File: config.mk
export PLATFORM = sky130hd
export DESIGN_NAME = axi_traffic_manager_flat
export DESIGN_NICKNAME = d
export VERILOG_FILES = /design/src/rtl/axi_traffic_manager_if.sv /design/src/rtl/axi_traffic_manager.sv /design/src/flat_wrapper.sv
export SDC_FILE = /design/constraint.sdc
export NUM_CORES = 1
export LEC_CHECK = 0
export ABC_CLOCK_PERIOD_IN_PS = 2600
export CAP_MARGIN = 20
export CELL_PAD_IN_SITES_DETAIL_PLACEMENT = 1
export CELL_PAD_IN_SITES_GLOBAL_PLACEMENT = 1
export CORE_ASPECT_RATIO = 2
export CORE_MARGIN = 1.5
export CORE_UTILIZATION = 29
export DETAILED_ROUTE_END_ITERATION = 6
export PLACE_DENSITY = 0.87
export REMOVE_ABC_BUFFERS = 1
export SYNTH_ARGS = -nofsm -noshare
export SYNTH_HDL_FRONTEND = slang
export SYNTH_SLANG_ARGS = --single-unit
File: constraint.sdc
create_clock -name clk -period 2.6 [get_ports clk]
set_input_delay 0.52 -clock clk [delete_from_list [all_inputs] [get_ports clk]]
set_output_delay 0.52 -clock clk [all_outputs]
set_load 0.03 [all_outputs]
File: src/rtl/axi_traffic_manager_if.sv
// AXI manager-side bus types and the interface bundling one AW/W/B/AR/R port.
// The package carries the beat payload structs shared by the manager and its subordinate.
package axi_traffic_manager_pkg;
  localparam int ID_W   = 8;
  localparam int ADDR_W = 32;
  localparam int DATA_W = 64;

  typedef struct packed {
    logic [ID_W-1:0]   id;
    logic [ADDR_W-1:0] addr;
  } axi_aw_t;

  typedef struct packed {
    logic [ID_W-1:0]   id;
    logic [ADDR_W-1:0] addr;
  } axi_ar_t;

  typedef struct packed {
    logic [DATA_W-1:0] data;
  } axi_w_t;

  typedef struct packed {
    logic [ID_W-1:0] id;
    logic [1:0]      resp;
  } axi_b_t;

  typedef struct packed {
    logic [ID_W-1:0]   id;
    logic [1:0]        resp;
    logic [DATA_W-1:0] data;
  } axi_r_t;
endpackage

interface axi_traffic_manager_if;
  import axi_traffic_manager_pkg::*;

  axi_aw_t aw;
  logic    awvalid;
  logic    awready;
  axi_w_t  w;
  logic    wvalid;
  logic    wready;
  axi_b_t  b;
  logic    bvalid;
  logic    bready;
  axi_ar_t ar;
  logic    arvalid;
  logic    arready;
  axi_r_t  r;
  logic    rvalid;
  logic    rready;

  modport master (
    output aw, awvalid, input awready,
    output w, wvalid, input wready,
    input b, bvalid, output bready,
    output ar, arvalid, input arready,
    input r, rvalid, output rready
  );

  modport slave (
    input aw, awvalid, output awready,
    input w, wvalid, output wready,
    output b, bvalid, input bready,
    input ar, arvalid, output arready,
    output r, rvalid, input rready
  );
endinterface

File: src/rtl/axi_traffic_manager.sv
// Per-CPU AXI manager: writes a pattern to its private window, reads it back,
// and counts completed pairs and detected errors.
module axi_traffic_manager
  import axi_traffic_manager_pkg::*;
#(
  parameter int unsigned       CPU_ID         = 0,
  parameter int unsigned       TRANSACTION_NB = 1000,
  parameter int unsigned       WINDOW_WORDS   = 1024,
  parameter logic [ADDR_W-1:0] BASE_ADDR      = ADDR_W'(CPU_ID * WINDOW_WORDS * 8)
) (
  input  logic                         clk,
  input  logic                         rst,
  input  logic                         i_start,
  axi_traffic_manager_if.master        axi_m,
  output logic                         o_done,
  output logic [31:0]                  o_txn_cnt,
  output logic [31:0]                  o_error_cnt
);

  localparam logic [ID_W-1:0] ID_VAL    = ID_W'(CPU_ID);
  localparam logic [31:0]     TXN_LIMIT = 32'(TRANSACTION_NB);
  localparam logic [31:0]     IDX_MASK  = 32'(WINDOW_WORDS - 1);

  typedef enum logic [2:0] {
    S_IDLE,
    S_WRITE,
    S_WAIT_B,
    S_READ,
    S_WAIT_R,
    S_DONE
  } state_t;

  // The window index wraps, but the data keeps the full pair number so a
  // stale word left over from a previous lap never matches.
  function automatic logic [ADDR_W-1:0] pair_addr(input logic [31:0] idx);
    logic [31:0] off;
    off = (idx & IDX_MASK) << 3;
    return BASE_ADDR + off;
  endfunction

  function automatic logic [DATA_W-1:0] pair_data(input logic [31:0] idx);
    return {32'(CPU_ID), idx};
  endfunction

  function automatic logic [31:0] sat_inc(input logic [31:0] v);
    return (v == 32'hFFFF_FFFF) ? v : v + 32'd1;
  endfunction

  state_t      state_q, state_d;
  logic [31:0] n_q, n_d;
  logic [31:0] txn_q, txn_d;
  logic [31:0] err_q, err_d;
  logic        awvalid_q, awvalid_d;
  logic        wvalid_q, wvalid_d;
  logic        arvalid_q, arvalid_d;
  axi_aw_t     aw_q, aw_d;
  axi_w_t      w_q, w_d;
  axi_ar_t     ar_q, ar_d;
  logic        launch;
  logic [31:0] launch_idx;

  always_ff @(posedge clk) begin
    if (rst) begin
      state_q   <= S_IDLE;
      n_q       <= '0;
      txn_q     <= '0;
      err_q     <= '0;
      awvalid_q <= 1'b0;
      wvalid_q  <= 1'b0;
      arvalid_q <= 1'b0;
      aw_q      <= '0;
      w_q       <= '0;
      ar_q      <= '0;
    end else begin
      state_q   <= state_d;
      n_q       <= n_d;
      txn_q     <= txn_d;
      err_q     <= err_d;
      awvalid_q <= awvalid_d;
      wvalid_q  <= wvalid_d;
      arvalid_q <= arvalid_d;
      aw_q      <= aw_d;
      w_q       <= w_d;
      ar_q      <= ar_d;
    end
  end

  always_comb begin
    state_d    = state_q;
    n_d        = n_q;
    txn_d      = txn_q;
    err_d      = err_q;
    awvalid_d  = awvalid_q;
    wvalid_d   = wvalid_q;
    arvalid_d  = arvalid_q;
    aw_d       = aw_q;
    w_d        = w_q;
    ar_d       = ar_q;
    launch     = 1'b0;
    launch_idx = n_q;

    unique case (state_q)
      S_IDLE: begin
        if (i_start) begin
          if (TRANSACTION_NB == 0) begin
            state_d = S_DONE;
          end else begin
            state_d = S_WRITE;
            launch  = 1'b1;
          end
        end
      end
      S_WRITE: begin
        // AW and W retire independently; leave only when both are gone.
        if (awvalid_q && axi_m.awready) awvalid_d = 1'b0;
        if (wvalid_q && axi_m.wready)   wvalid_d  = 1'b0;
        if (!awvalid_d && !wvalid_d)    state_d   = S_WAIT_B;
      end
      S_WAIT_B: begin
        if (axi_m.bvalid) begin
          if (axi_m.b.resp != 2'b00 || axi_m.b.id != ID_VAL) err_d = sat_inc(err_q);
          state_d   = S_READ;
          arvalid_d = 1'b1;
          ar_d.id   = ID_VAL;
          ar_d.addr = pair_addr(n_q);
        end
      end
      S_READ: begin
        if (arvalid_q && axi_m.arready) begin
          arvalid_d = 1'b0;
          state_d   = S_WAIT_R;
        end
      end
      S_WAIT_R: begin
        if (axi_m.rvalid) begin
          if (axi_m.r.resp != 2'b00 || axi_m.r.id != ID_VAL ||
              axi_m.r.data != pair_data(n_q)) begin
            err_d = sat_inc(err_q);
          end
          txn_d = txn_q + 32'd1;
          n_d   = n_q + 32'd1;
          if (n_d == TXN_LIMIT) begin
            state_d = S_DONE;
          end else begin
            state_d    = S_WRITE;
            launch     = 1'b1;
            launch_idx = n_d;
          end
        end
      end
      S_DONE: begin
      end
      default: begin
        state_d = S_IDLE;
      end
    endcase

    if (launch) begin
      awvalid_d = 1'b1;
      wvalid_d  = 1'b1;
      aw_d.id   = ID_VAL;
      aw_d.addr = pair_addr(launch_idx);
      w_d.data  = pair_data(launch_idx);
    end
  end

  assign axi_m.aw      = aw_q;
  assign axi_m.awvalid = awvalid_q;
  assign axi_m.w       = w_q;
  assign axi_m.wvalid  = wvalid_q;
  assign axi_m.bready  = (state_q == S_WAIT_B);
  assign axi_m.ar      = ar_q;
  assign axi_m.arvalid = arvalid_q;
  assign axi_m.rready  = (state_q == S_WAIT_R);

  assign o_done      = (state_q == S_DONE);
  assign o_txn_cnt   = txn_q;
  assign o_error_cnt = err_q;

endmodule

File: src/flat_wrapper.sv
// flat-port wrapper written by rule: the top's interface ports become plain ports
module axi_traffic_manager_flat import axi_traffic_manager_pkg::*;
#(
  parameter int unsigned       CPU_ID         = 0,
  parameter int unsigned       TRANSACTION_NB = 1000,
  parameter int unsigned       WINDOW_WORDS   = 1024,
  parameter logic [ADDR_W-1:0] BASE_ADDR      = ADDR_W'(CPU_ID * WINDOW_WORDS * 8)
)
  (clk, rst, i_start, o_done, o_txn_cnt, o_error_cnt, axi_m_aw, axi_m_awvalid, axi_m_awready, axi_m_w, axi_m_wvalid, axi_m_wready, axi_m_b, axi_m_bvalid, axi_m_bready, axi_m_ar, axi_m_arvalid, axi_m_arready, axi_m_r, axi_m_rvalid, axi_m_rready);
  axi_traffic_manager_if axi_m_i ();
  input  logic clk;
  input  logic rst;
  input  logic i_start;
  output logic o_done;
  output logic [31:0] o_txn_cnt;
  output logic [31:0] o_error_cnt;
  output wire logic [$bits(axi_m_i.aw)-1:0] axi_m_aw;
  output wire logic [$bits(axi_m_i.awvalid)-1:0] axi_m_awvalid;
  input wire logic [$bits(axi_m_i.awready)-1:0] axi_m_awready;
  output wire logic [$bits(axi_m_i.w)-1:0] axi_m_w;
  output wire logic [$bits(axi_m_i.wvalid)-1:0] axi_m_wvalid;
  input wire logic [$bits(axi_m_i.wready)-1:0] axi_m_wready;
  input wire logic [$bits(axi_m_i.b)-1:0] axi_m_b;
  input wire logic [$bits(axi_m_i.bvalid)-1:0] axi_m_bvalid;
  output wire logic [$bits(axi_m_i.bready)-1:0] axi_m_bready;
  output wire logic [$bits(axi_m_i.ar)-1:0] axi_m_ar;
  output wire logic [$bits(axi_m_i.arvalid)-1:0] axi_m_arvalid;
  input wire logic [$bits(axi_m_i.arready)-1:0] axi_m_arready;
  input wire logic [$bits(axi_m_i.r)-1:0] axi_m_r;
  input wire logic [$bits(axi_m_i.rvalid)-1:0] axi_m_rvalid;
  output wire logic [$bits(axi_m_i.rready)-1:0] axi_m_rready;
  assign axi_m_aw = axi_m_i.aw;
  assign axi_m_awvalid = axi_m_i.awvalid;
  assign axi_m_i.awready = axi_m_awready;
  assign axi_m_w = axi_m_i.w;
  assign axi_m_wvalid = axi_m_i.wvalid;
  assign axi_m_i.wready = axi_m_wready;
  assign axi_m_i.b = axi_m_b;
  assign axi_m_i.bvalid = axi_m_bvalid;
  assign axi_m_bready = axi_m_i.bready;
  assign axi_m_ar = axi_m_i.ar;
  assign axi_m_arvalid = axi_m_i.arvalid;
  assign axi_m_i.arready = axi_m_arready;
  assign axi_m_i.r = axi_m_r;
  assign axi_m_i.rvalid = axi_m_rvalid;
  assign axi_m_rready = axi_m_i.rready;
  axi_traffic_manager #(.CPU_ID(CPU_ID), .TRANSACTION_NB(TRANSACTION_NB), .WINDOW_WORDS(WINDOW_WORDS), .BASE_ADDR(BASE_ADDR)) u_core (.clk(clk), .rst(rst), .i_start(i_start), .axi_m(axi_m_i), .o_done(o_done), .o_txn_cnt(o_txn_cnt), .o_error_cnt(o_error_cnt));
endmodule
Yosys cells after proc, flatten, opt, wreduce, memory -nomap -nowiden
Index checks and enable logic that the tools add are counted.
Widths: inputs -> output; s select.

word-level totals
  register bits after elaboration = 154
  latch bits = 0
  bits in writable memories = 0
  bits in read-only memories = 0
  bits of input ports = 92
  output and inout port bits = 214
  logic and storage cells = 82
  memories kept = 0

cells by class
  $add $sub $neg = 3
  multiply operators = 0
  divide/modulo/power cells = 0
  $lt $le $gt $ge = 0
  equal/unequal tests = 15
  shift operators = 0
  multiplexer cells = 31
  bitwise logic cells = 1
  reduce and logical (&&, ||, !) cells = 22

operator list
  cell                   number
  $mux 32                8
  $add 32x1->32 const B  3
  $ne 64x32->1           1
  $pmux 32 s2            1
  $eq 32x10->1 const B   1
  $eq 32x32->1 const B   1
  $mux 3                 6
  $pmux 3 s6             1
  $reduce_bool 8->1      2
  $mux 1                 13
  $reduce_bool 2->1      5
  $ne 2x1->1 const B     4
  $eq 3x2->1 const B     2
  $eq 3x3->1 const B     2
  $ne 2x2->1 const B     3
  $reduce_and 6->1       1
  $reduce_and 5->1       1
  $logic_and 1x1->1      4
  $pmux 1 s2             2
  $reduce_and 2->1       2
  $eq 3x1->1 const B     1
  $logic_not 3->1        1
  $logic_or 1x1->1       3
  $reduce_and 3->1       1
  2 further kinds        3

Longest topological paths before layout
  word-level depth = 7
  gate-level depth with buffers = 12
  mapped depth without buffers = 9

Worst setup path after synthesis
No wires, ideal clock.

  kind = flip-flop to flip-flop
  start point = register u_core.n_q[0]
  end point = register u_core.w_q, in the netlist u_core.axi_m.w[29]
  setup time = 0.061 ns
  arrival = 2.793 ns
  required time = 2.539 ns
  slack = -0.253 ns
  stages on the path, launching flop included = 12
  path buffers = 2
  cell sequence = dfxtp_1 -> ha_1 -> buf_2 -> nand4_1 -> or4_1 -> xnor2_1 -> nor4_1 -> nand4_1 -> or3_1 -> buf_2 -> a31oi_1 -> o221a_1

between the ends
  word-level cells in the longest chain between the ends = 5

RTL lines
  item                                          line                        RTL
  start: declaration                            axi_traffic_manager.sv:50   logic [31:0] n_q, n_d;
  start signal: assignment                      axi_traffic_manager.sv:76   n_q <= n_d;
  $add 32x1->32 *                               axi_traffic_manager.sv:141  n_d = n_q + 32'd1;
  $eq 32x10->1                                  axi_traffic_manager.sv:142  if (n_d == TXN_LIMIT) begin
  $mux 1 / $mux 32 (equally long branches)      axi_traffic_manager.sv:142
  $mux 1 / $mux 32 (equally long branches)      axi_traffic_manager.sv:135  if (axi_m.rvalid) begin
  $pmux 1 s2 / $mux 32 (equally long branches)  axi_traffic_manager.sv:102  unique case (state_q)
  end signal: assignment                        axi_traffic_manager.sv:83   w_q <= w_d;
  end: declaration                              axi_traffic_manager.sv:57   axi_w_t w_q, w_d;

Every way passes the cells marked *; elsewhere a longest branch is shown, timed or not.
A chain may end at the register's enable or synchronous reset.

Final worst setup path
  start point = register u_core.n_q[1]
  end point = register u_core.w_q, in the netlist u_core.axi_m.w[29]

The elaborated chain is that of the path after synthesis.

==> flow_metrics.env <==
export IMPL_finalNetCount=1507
export IMPL_drive_above_1_share=0.189
export IMPL_grt_pass1_vias=9884
export IMPL_place_congestion=0.953
export IMPL_drtIter0Drc=545
export IMPL_antenna_found_initial=0
export IMPL_io_buffers=213
export IMPL_drc_errors=0
export IMPL_status="finished with violations"
export IMPL_vias=9496
export IMPL_fin_hold_ws_ns=0.430
export IMPL_p_per_area_nw_per_um2=477
export IMPL_ctsHoldBuffers=0
export IMPL_firstDrtPassIters=5
export IMPL_gr_usage_all_layers=0.218
export IMPL_die_h_um=248
export IMPL_diodes=0
export IMPL_fmax_mhz=321
export IMPL_rsz0062_at_grt="yes"
export IMPL_avgRoutedWirePerCell_um=20.7
export IMPL_critical_path_class="reg2reg"
export IMPL_min_path_type="in2reg"
export IMPL_synth_flop_cell="dfxtp_1"
export IMPL_async_reset_ff_frac=0
export IMPL_grt_overflow=0
export IMPL_core_rowCount=89
export IMPL_start_util=0.294
export IMPL_drv_slew=0
export IMPL_synth_area_per_cell_um2=7.87
export IMPL_clk_pin_slew_worst_paths_ns=0.06
export IMPL_clock_sinks=144
export IMPL_worstSetupEndpointType="flip-flop"
export IMPL_cts_tree="done"
export IMPL_hold_viol_final=0
export IMPL_leakage_uw=0.00464
export IMPL_slew_headroom=0.625
export IMPL_htreeDepth=4
export IMPL_setup_violations_final=48
export IMPL_cts_buffers=17
export IMPL_drv_cap=0
export IMPL_grt_pass1_wl_mm=52.9
export IMPL_skew_ns=0.0198
export IMPL_violations="negative setup slack"
export IMPL_io_pins=306
export IMPL_fp_dieW_um=125
export IMPL_synth_seq_cells=144
export IMPL_drtAntennaViolNets=0
export IMPL_viasPerCell=5.31
export IMPL_ys_types=67
export IMPL_synthCells=1103
export IMPL_dp_hpwl_mm=25.6
export IMPL_clockBufferDepth=2
export IMPL_ys_warn_count=0
export IMPL_routed_wl_mm=36.9
export IMPL_worstPathRequired_ns=2.98
export IMPL_syn_to_final_growth_pct=48.8
export IMPL_crit_arrival_ns=3.49
export IMPL_ir_worst_vdd_v=0.000479
export IMPL_synth_area_um2=8680
export IMPL_setup_slack_ns=-0.515
export IMPL_post_route_period_util=1.20
export IMPL_coreArea_um2=29500
export IMPL_period_minus_slack_ns=3.11
export IMPL_critPathLaunchType="flip-flop"
export IMPL_ys_seq_area_frac=0.332
export IMPL_clk_latency_ns=0.45
export IMPL_root_buffer="clkbuf_16"
export IMPL_synth_edf_count=0
export IMPL_die_area_um2=31000
export IMPL_grt_max_degree=46
export IMPL_total_power_uw=6160
export IMPL_worst_pin_slew_ns=0.558
export IMPL_path_max_fanout=5
-- report_power, final --
group          switching (µW)  internal, µW
Clock                    1000          1570
Sequential               70.6          2250
Combinational             794           464
Total                    1870          4290
-- cell usage after synthesis (5+ instances only) --
library cell / number / area [µm²]
o211ai_1: 24 / 180
buf_4: 109 / 818
a31oi_1: 22 / 138
nand3_1: 48 / 240
dfxtp_1: 144 / 2880
nor4_1: 21 / 131
inv_1: 21 / 78.8
o21ai_0: 22 / 110
and4_1: 5 / 43.8
nand2_1: 101 / 379
or3_1: 23 / 144
nor3_1: 39 / 195
xnor2_1: 89 / 780
nor2b_1: 6 / 37.5
nand4_1: 42 / 263
buf_2: 12 / 60.1
and3_1: 13 / 81.3
a21oi_1: 58 / 290
clkbuf_1: 51 / 191
buf_1: 6 / 22.5
and2_1: 7 / 43.8
nor2_1: 124 / 465
xor2_1: 36 / 315
mux2i_1: 8 / 80.1
-- placed cells by master, fill, tap and decap left out, drive strengths merged, types with 21 or more instances in the layout --
cell type / synthesis / routed
clkdlybuf4s50: 0 / 210
nand2: 103 / 104
xnor2: 89 / 89
o211ai: 24 / 24
xor2: 36 / 36
dfxtp: 144 / 144
or3: 23 / 23
nor3: 41 / 41
inv: 21 / 21
buf: 129 / 164
a21oi: 58 / 58
nand3: 49 / 49
nor2: 124 / 124
nand4: 43 / 43
a31oi: 22 / 22
clkbuf: 51 / 21
conb: 1 / 92
nor4: 25 / 25
o21ai: 23 / 23
-- worst max-delay path: stages (launching register included) --
cell	delay, ns
dfxtp_4	0.36
ha_4	0.17
nand4_1	0.16
buf_6	0.18
nor4_4	0.06
buf_4	0.14
or3_1	0.33
a22oi_1	0.29
buf_4	0.20
o2111ai_4	0.14
buf_6	0.16
nor3_4	0.22
buf_6	0.14
buf_6	0.09
buf_6	0.11
o31a_1	0.13
o221a_1	0.18
-- metrics by stage --
stage	TNS, ns	util	setup WS [ns]	cell area, µm²	cells
after floorplan	-57.17	-	-1.07	7900	1014
after CTS	-4.67	0.428	-0.216	12600	1780
after detailed placement	-25.03	0.395	-0.474	11700	1732
final	-15.82	0.437	-0.515	12900	1787
after global routing	-19.06	0.437	-0.569	12900	1787
after global placement	-19.03	0.395	-0.444	11700	1732
-- final cells by class --
cell class,instances,area (µm²)
well taps,364,455
multi-input cells,850,5320
fillers,3445,16600
repair buffers,377,3540
clock inverters,11,138
clock buffers,20,467
inverters,21,78.8
flip-flops and latches,144,2910
-- logic make-up after synthesis --
| group | Yosys count | share of synthesized area |
|---|---|---|
| buffers and inverters | 201 | 0.138 |
| DFF | 144 | 0.332 |
| muxes | 9 | 0.0105 |
| other | 1 | 0.000432 |
| AOI/OAI and AO/OA | 155 | 0.111 |
| adders and majority gates | 4 | 0.00577 |
| and+or+nand+nor | 464 | 0.276 |
| xor gates and xnor gates | 125 | 0.126 |
-- registers in the layout, summed over array words and instances, names as in the netlist --
register and count:
u_core.o_txn_cnt 32, u_core.axi_m.awvalid 1, u_core.state_q 3, u_core.axi_m.w 23
u_core.axi_m.wvalid 1, u_core.axi_m.ar 10, u_core.o_error_cnt 32, u_core.n_q 32
u_core.axi_m.aw 9, u_core.axi_m.arvalid 1
-- per-layer routing --
metal	wire, µm	GRT usage
met1	12100	0.202
met2	20100	0.425
met3	1890	0.0377
met4	2750	0.155
met5	0	0
-- worst paths after layout --
path	slack (ns)	cells past startpoint	end	startpoint
max	-0.51	16	u_core.axi_m.w[29]$_SDFFE_PP0P_	u_core.n_q[1]$_SDFFE_PP0P_
min	0.43	2	u_core.o_txn_cnt[20]$_SDFFE_PP0P_	rst
max reg2reg	-0.51	16	u_core.axi_m.w[29]$_SDFFE_PP0P_	u_core.n_q[1]$_SDFFE_PP0P_
min reg2reg	0.46	2	u_core.axi_m.ar[3]$_SDFFE_PP0P_	u_core.axi_m.ar[3]$_SDFFE_PP0P_
-- timing repair --
action | 4_1_cts | 5_1_grt
buffers inserted | 17 | 5
gates resized for setup | 56 | 35
gates cloned | 1 | 2
pin swaps | 30 | 29
endpoints found under the setup margin | 61 | 61
(Power assumes the default switching activity.)
==> RTL change 1, RTL diff (same settings) <==
Encoding of `state_t`: now one-hot (6 bits for 6 states).
--- a/src/rtl/axi_traffic_manager.sv
+++ b/src/rtl/axi_traffic_manager.sv
@@ -22,11 +22,11 @@
   localparam logic [31:0]     IDX_MASK  = 32'(WINDOW_WORDS - 1);
 
-  typedef enum logic [2:0] {
-    S_IDLE,
-    S_WRITE,
-    S_WAIT_B,
-    S_READ,
-    S_WAIT_R,
-    S_DONE
+  typedef enum logic [5:0] {
+    S_IDLE   = 6'b000001,
+    S_WRITE  = 6'b000010,
+    S_WAIT_B = 6'b000100,
+    S_READ   = 6'b001000,
+    S_WAIT_R = 6'b010000,
+    S_DONE   = 6'b100000
   } state_t;
 
Formal check against the unedited RTL: no difference found for any inputs over 10 cycles, from zero or initial values and one cycle with rst high; not proved beyond that.
==> RTL change 1 against the original RTL <==
The run still ends with setup timing left. Design area increased by 2.6%. Sequential share of layout area decreased by 0.12 points. Via count increased by 2.8%. Combinational power decreased by 38%. Cell count increased by 3.3%. Synthesized area increased by 2.1%. Worst setup slack improved by 190 ps. Routed wire length increased by 0.45%. Sequential cell count increased by 3. Power decreased by 4.8%. Clock skew decreased by 6.9 ps.
==> RTL change 1: results (changes against the original RTL) <==
setup_path:
  rr_endpoint: "u_core.axi_m.aw[10]"
  crit_path_max_fanout: 17  # +12
  cp_slowest_stage_delay_ps: 450  # +90 ps
  r2r_cells: 12  # -4
  cp_top_family: "simple AND/OR/NAND/NOR gates"
  cp_data_arrival_time_ps: 3260  # -230 ps
  cp-startpoint: "u_core.n_q[9]"
  cp_slowest_cell: "dfxtp_2"
power:
  leakagePower_uw: 0.00498  # +7.5%
  switching_share_pct: 27.0  # -3.3 points
  p_clk_share_pct: 47.3  # +5.5 points
  ir_drop_mv: 0.475  # -0.72%
  combinationalPowerShare_pct: 13.4  # -7.0 points
  total_power_uw: 5860  # -4.8%
outcome:
  status: "complete, but fails checks"
  violations: "setup timing"
timing:
  worst_slew_pin_slew_ps: 601  # +43.0 ps
  setup_viol: 38  # -21%
  setup_tns_ps: -8300  # +7520 ps
  skew_ps: 12.9  # -6.89 ps
  fin_ws_ps: -322  # +193 ps
  whs_ps: 462  # +32.1 ps
hold_path:
  hold_path_end: "u_core.n_q[2]"
global_routing:
  grt_max_degree: 44  # -4.3%
  grt_first_pass_wirelength_mm: 54.4  # +2.8%
  grt.total_usage_pct: 22.3  # +0.46 points
  grt_pass1_vias: 10000  # +1.5%
drt:
  vias: 9765  # +2.8%
  via_per_inst: 5.29  # -0.45%
  avgRoutedWirePerCell_um: 20.1  # -2.8%
  first_pass_iters: 5  # unchanged
  drt_iter0_markers: 440  # -19%
clock_tree:
  numCtsBuffers: 17  # unchanged
  clockBufferDepth: 2  # unchanged
  post_cts_buffers: 11  # -6
  ctsResizeCount: 53  # -5.4%
  path_clk_slew_ps: 70
  htree_levels: 4  # unchanged
cells_and_area:
  layout-drive-gt1-share_pct: 20.4  # +1.5 points
  finish.net_count: 1560  # +3.5%
placed_design:
  globalplace.congestion: 0.961  # +0.91%
  port_buffers: 213  # unchanged
  dpl_cell_area_um2: 11900  # +2.1%
  place_worst_setup_slack_ps: -495  # -21.0 ps
  dp.cells: 1780  # +2.8%
  dp_hpwl_mm: 27.6  # +8.0%
logic_synthesis:
  yosys-top-cells-count: "dfxtp_1, nor2_1, buf_4"
  synthTopCellsByArea: "dfxtp_1, buf_4, xnor2_1"
  seq_area_frac_synth_pct: 33.2  # about the same
  yosys_warnings: 0  # unchanged
  syn_inst: 1137  # +3.1%
## RTL change 1: cell count changes in the layout (fill, tap and decap cells not counted), sizes merged, moves of 6 or more
cell    before  now
buf        164  190
or3         23   32
xor2        36   45
and4         5   13
nor2       124  132
nand3       49   55
o211ai      24   16
o21ai       23   38
a21oi       58   48
a31oi       22   30
xnor2       89   64
nor3        41   27
## RTL change 1: area by class of cell
class | count | area (µm²)
sequential | 147 | 2970
clock inverter | 13 | 209
inverter | 17 | 63.8
fill | 3560 | 16800
timing repair buffer | 401 | 3740
multi-input combinational | 881 | 5370
tap | 368 | 460
clock buffer | 19 | 433
## RTL change 1: logic make-up after synthesis
family,synth area share [%]
buf+inv,13.6
mux,1.61
xor+xnor,10.8
flops,33.2
simple gates,27.4
fa+ha+maj,0.424
other cells,0.0423
compound gates,12.9
## RTL change 1: routing by layer
metal,share of wire [%],vias up,track usage (%)
met3,5.5,126,3.87
met5,0,-,0
li1,-,4449,-
met1,32,4725,19.6
met4,5.6,0,14.3
met2,56,465,44.9
==> RTL change 2, RTL diff (same settings) <==
Without the edit above. `WINDOW_WORDS` is set to 1024 in 2 places; all go to 768.
--- a/src/rtl/axi_traffic_manager.sv
+++ b/src/rtl/axi_traffic_manager.sv
@@ -6,5 +6,5 @@
   parameter int unsigned       CPU_ID         = 0,
   parameter int unsigned       TRANSACTION_NB = 1000,
-  parameter int unsigned       WINDOW_WORDS   = 1024,
+  parameter int unsigned       WINDOW_WORDS   = 768,
   parameter logic [ADDR_W-1:0] BASE_ADDR      = ADDR_W'(CPU_ID * WINDOW_WORDS * 8)
 ) (
--- a/src/flat_wrapper.sv
+++ b/src/flat_wrapper.sv
@@ -4,5 +4,5 @@
   parameter int unsigned       CPU_ID         = 0,
   parameter int unsigned       TRANSACTION_NB = 1000,
-  parameter int unsigned       WINDOW_WORDS   = 1024,
+  parameter int unsigned       WINDOW_WORDS   = 768,
   parameter logic [ADDR_W-1:0] BASE_ADDR      = ADDR_W'(CPU_ID * WINDOW_WORDS * 8)
 )
Formal check against the unedited RTL: no difference found for any inputs over 10 cycles, from zero or initial values and one cycle with rst high; that may be too few to reach the edited logic, so the function may still have changed.
==> RTL change 2 against the original RTL <==
The run still ends with setup timing left. Count of clock-buffer cells in the layout stayed put. Synthesized area decreased by 0.76%. Power is 7.1% lower. Combinational power is 7% lower. Sequential cell count fell by 1. Routed wire length is 5.1% higher. Design area increased by 0.27%. Worst setup slack got worse by 150 ps. Largest cell class unchanged.
==> RTL change 2: results (changes against the original RTL) <==
placed_design:
  place_worst_setup_slack_ps: -785  # -311 ps
  globalplace.congestion: 0.916  # -3.9%
  port_buffers: 211  # -0.94%
clock_tree:
  ctsResizeCount: 58  # +3.6%
  post_cts_buffers: 9  # -8
setup_path:
  rr_endpoint: "u_core.axi_m.w[15]"
  r2r_cells: 14  # -2
  cp_slowest_stage_delay_ps: 580  # +220 ps
  cp_data_arrival_time_ps: 3600  # +110 ps
  reg2reg_from: "u_core.n_q[0]"
  cp_slowest_cell: "or4_4"
  cp_top_family: "simple AND/OR/NAND/NOR gates"
  crit_path_max_fanout: 3  # -2
logic_synthesis:
  yosys-top-cells-count: "dfxtp_1, nor2_1, buf_4"
  yosys.area_share.adder_pct: 0.436  # -0.14 points
  synthMuxAreaShare_pct: 0.581  # -0.47 points
  synth-compound-area-share_pct: 14.7  # +3.6 points
outcome:
  status: "complete, but fails checks"
  violations: "setup timing"
timing:
  fin_ws_ps: -669  # -155 ps
  skew_ps: 11.6  # -8.18 ps
  whs_ps: 459  # +28.8 ps
  setup_viol: 40  # -17%
  worst_slew_pin_slew_ps: 537  # -21.0 ps
cells_and_area:
  nFillCells: 3502  # +1.7%
  layout-drive-gt1-share_pct: 20.8  # +1.9 points
power:
  ir_drop_mv: 0.482  # +0.73%
drt:
  wl_mm: 38.8  # +5.1%
  via_per_inst: 5.41  # +1.8%
global_routing:
  grt.total_usage_pct: 22.6  # +0.76 points
  grt_first_pass_wirelength_mm: 54.2  # +2.4%
  antenna_found_initial: 2  # +2
  grt_pass1_vias: 10100  # +2.1%
  grt_max_degree: 63  # +37%
==> RTL change 2: cell count changes in the layout (fill, tap and decap cells not counted), moves of 8 or more <==
cell	unedited run	this run
o21ai_0	21	31
nor3_1	36	24
xnor2_1	87	60
and3_1	13	21
buf_4	141	162
nor2_1	124	112
==> RTL change 2: power breakdown <==
| group | internal (µW) | switching, µW |
|---|---|---|
| logic | 424 | 743 |
| clock network | 1220 | 1030 |
| registers | 2230 | 65.3 |
| total | 3880 | 1840 |
==> RTL change 2: routing by layer <==
metal  GRT usage [%]  up-vias  share of wire (%)
li1                -     4367                  -
met1            20.2     4761                 33
met2            44.4      507                 55
met3            4.22      172                5.5
met4            16.4        0                7.3
met5               0        -                  0
==> RTL change 2: stage by stage <==
step	TNS, ps	area [µm²]	std cells	power [µW]
floorplan	-263550	7860	1019	2920
global placement	-40520	11700	1754	3440
detailed placement	-48560	11700	1754	3470
CTS	-13680	12500	1795	5730
global route	-23930	12900	1813	5940
finish	-22880	12900	1813	5720
==> RTL change 2: worst max path at each step <==
stage | startpoint | slack, ps | end | cells after the start
floorplan | axi_m_rvalid | -3170 | u_core.o_txn_cnt[30] | 7
global placement | u_core.n_q[5] | -700 | u_core.axi_m.aw[4] | 10
detailed placement | u_core.n_q[5] | -790 | u_core.axi_m.aw[4] | 10
CTS | u_core.n_q[0] | -410 | u_core.axi_m.w[10] | 12
global route | u_core.n_q[12] | -690 | u_core.axi_m.w[19] | 13
finish | u_core.n_q[0] | -670 | u_core.axi_m.w[15] | 14
==> RTL change 2: final cells by class <==
type	count	area share, %
Antenna cell	1	0.0193
Sequential cell	143	22.4
Multi-Input combinational cell	857	40.8
Clock inverter	12	0.696
Inverter	19	0.551
Tap cell	364	3.52
Clock buffer	20	3.37
Timing Repair Buffer	397	28.6
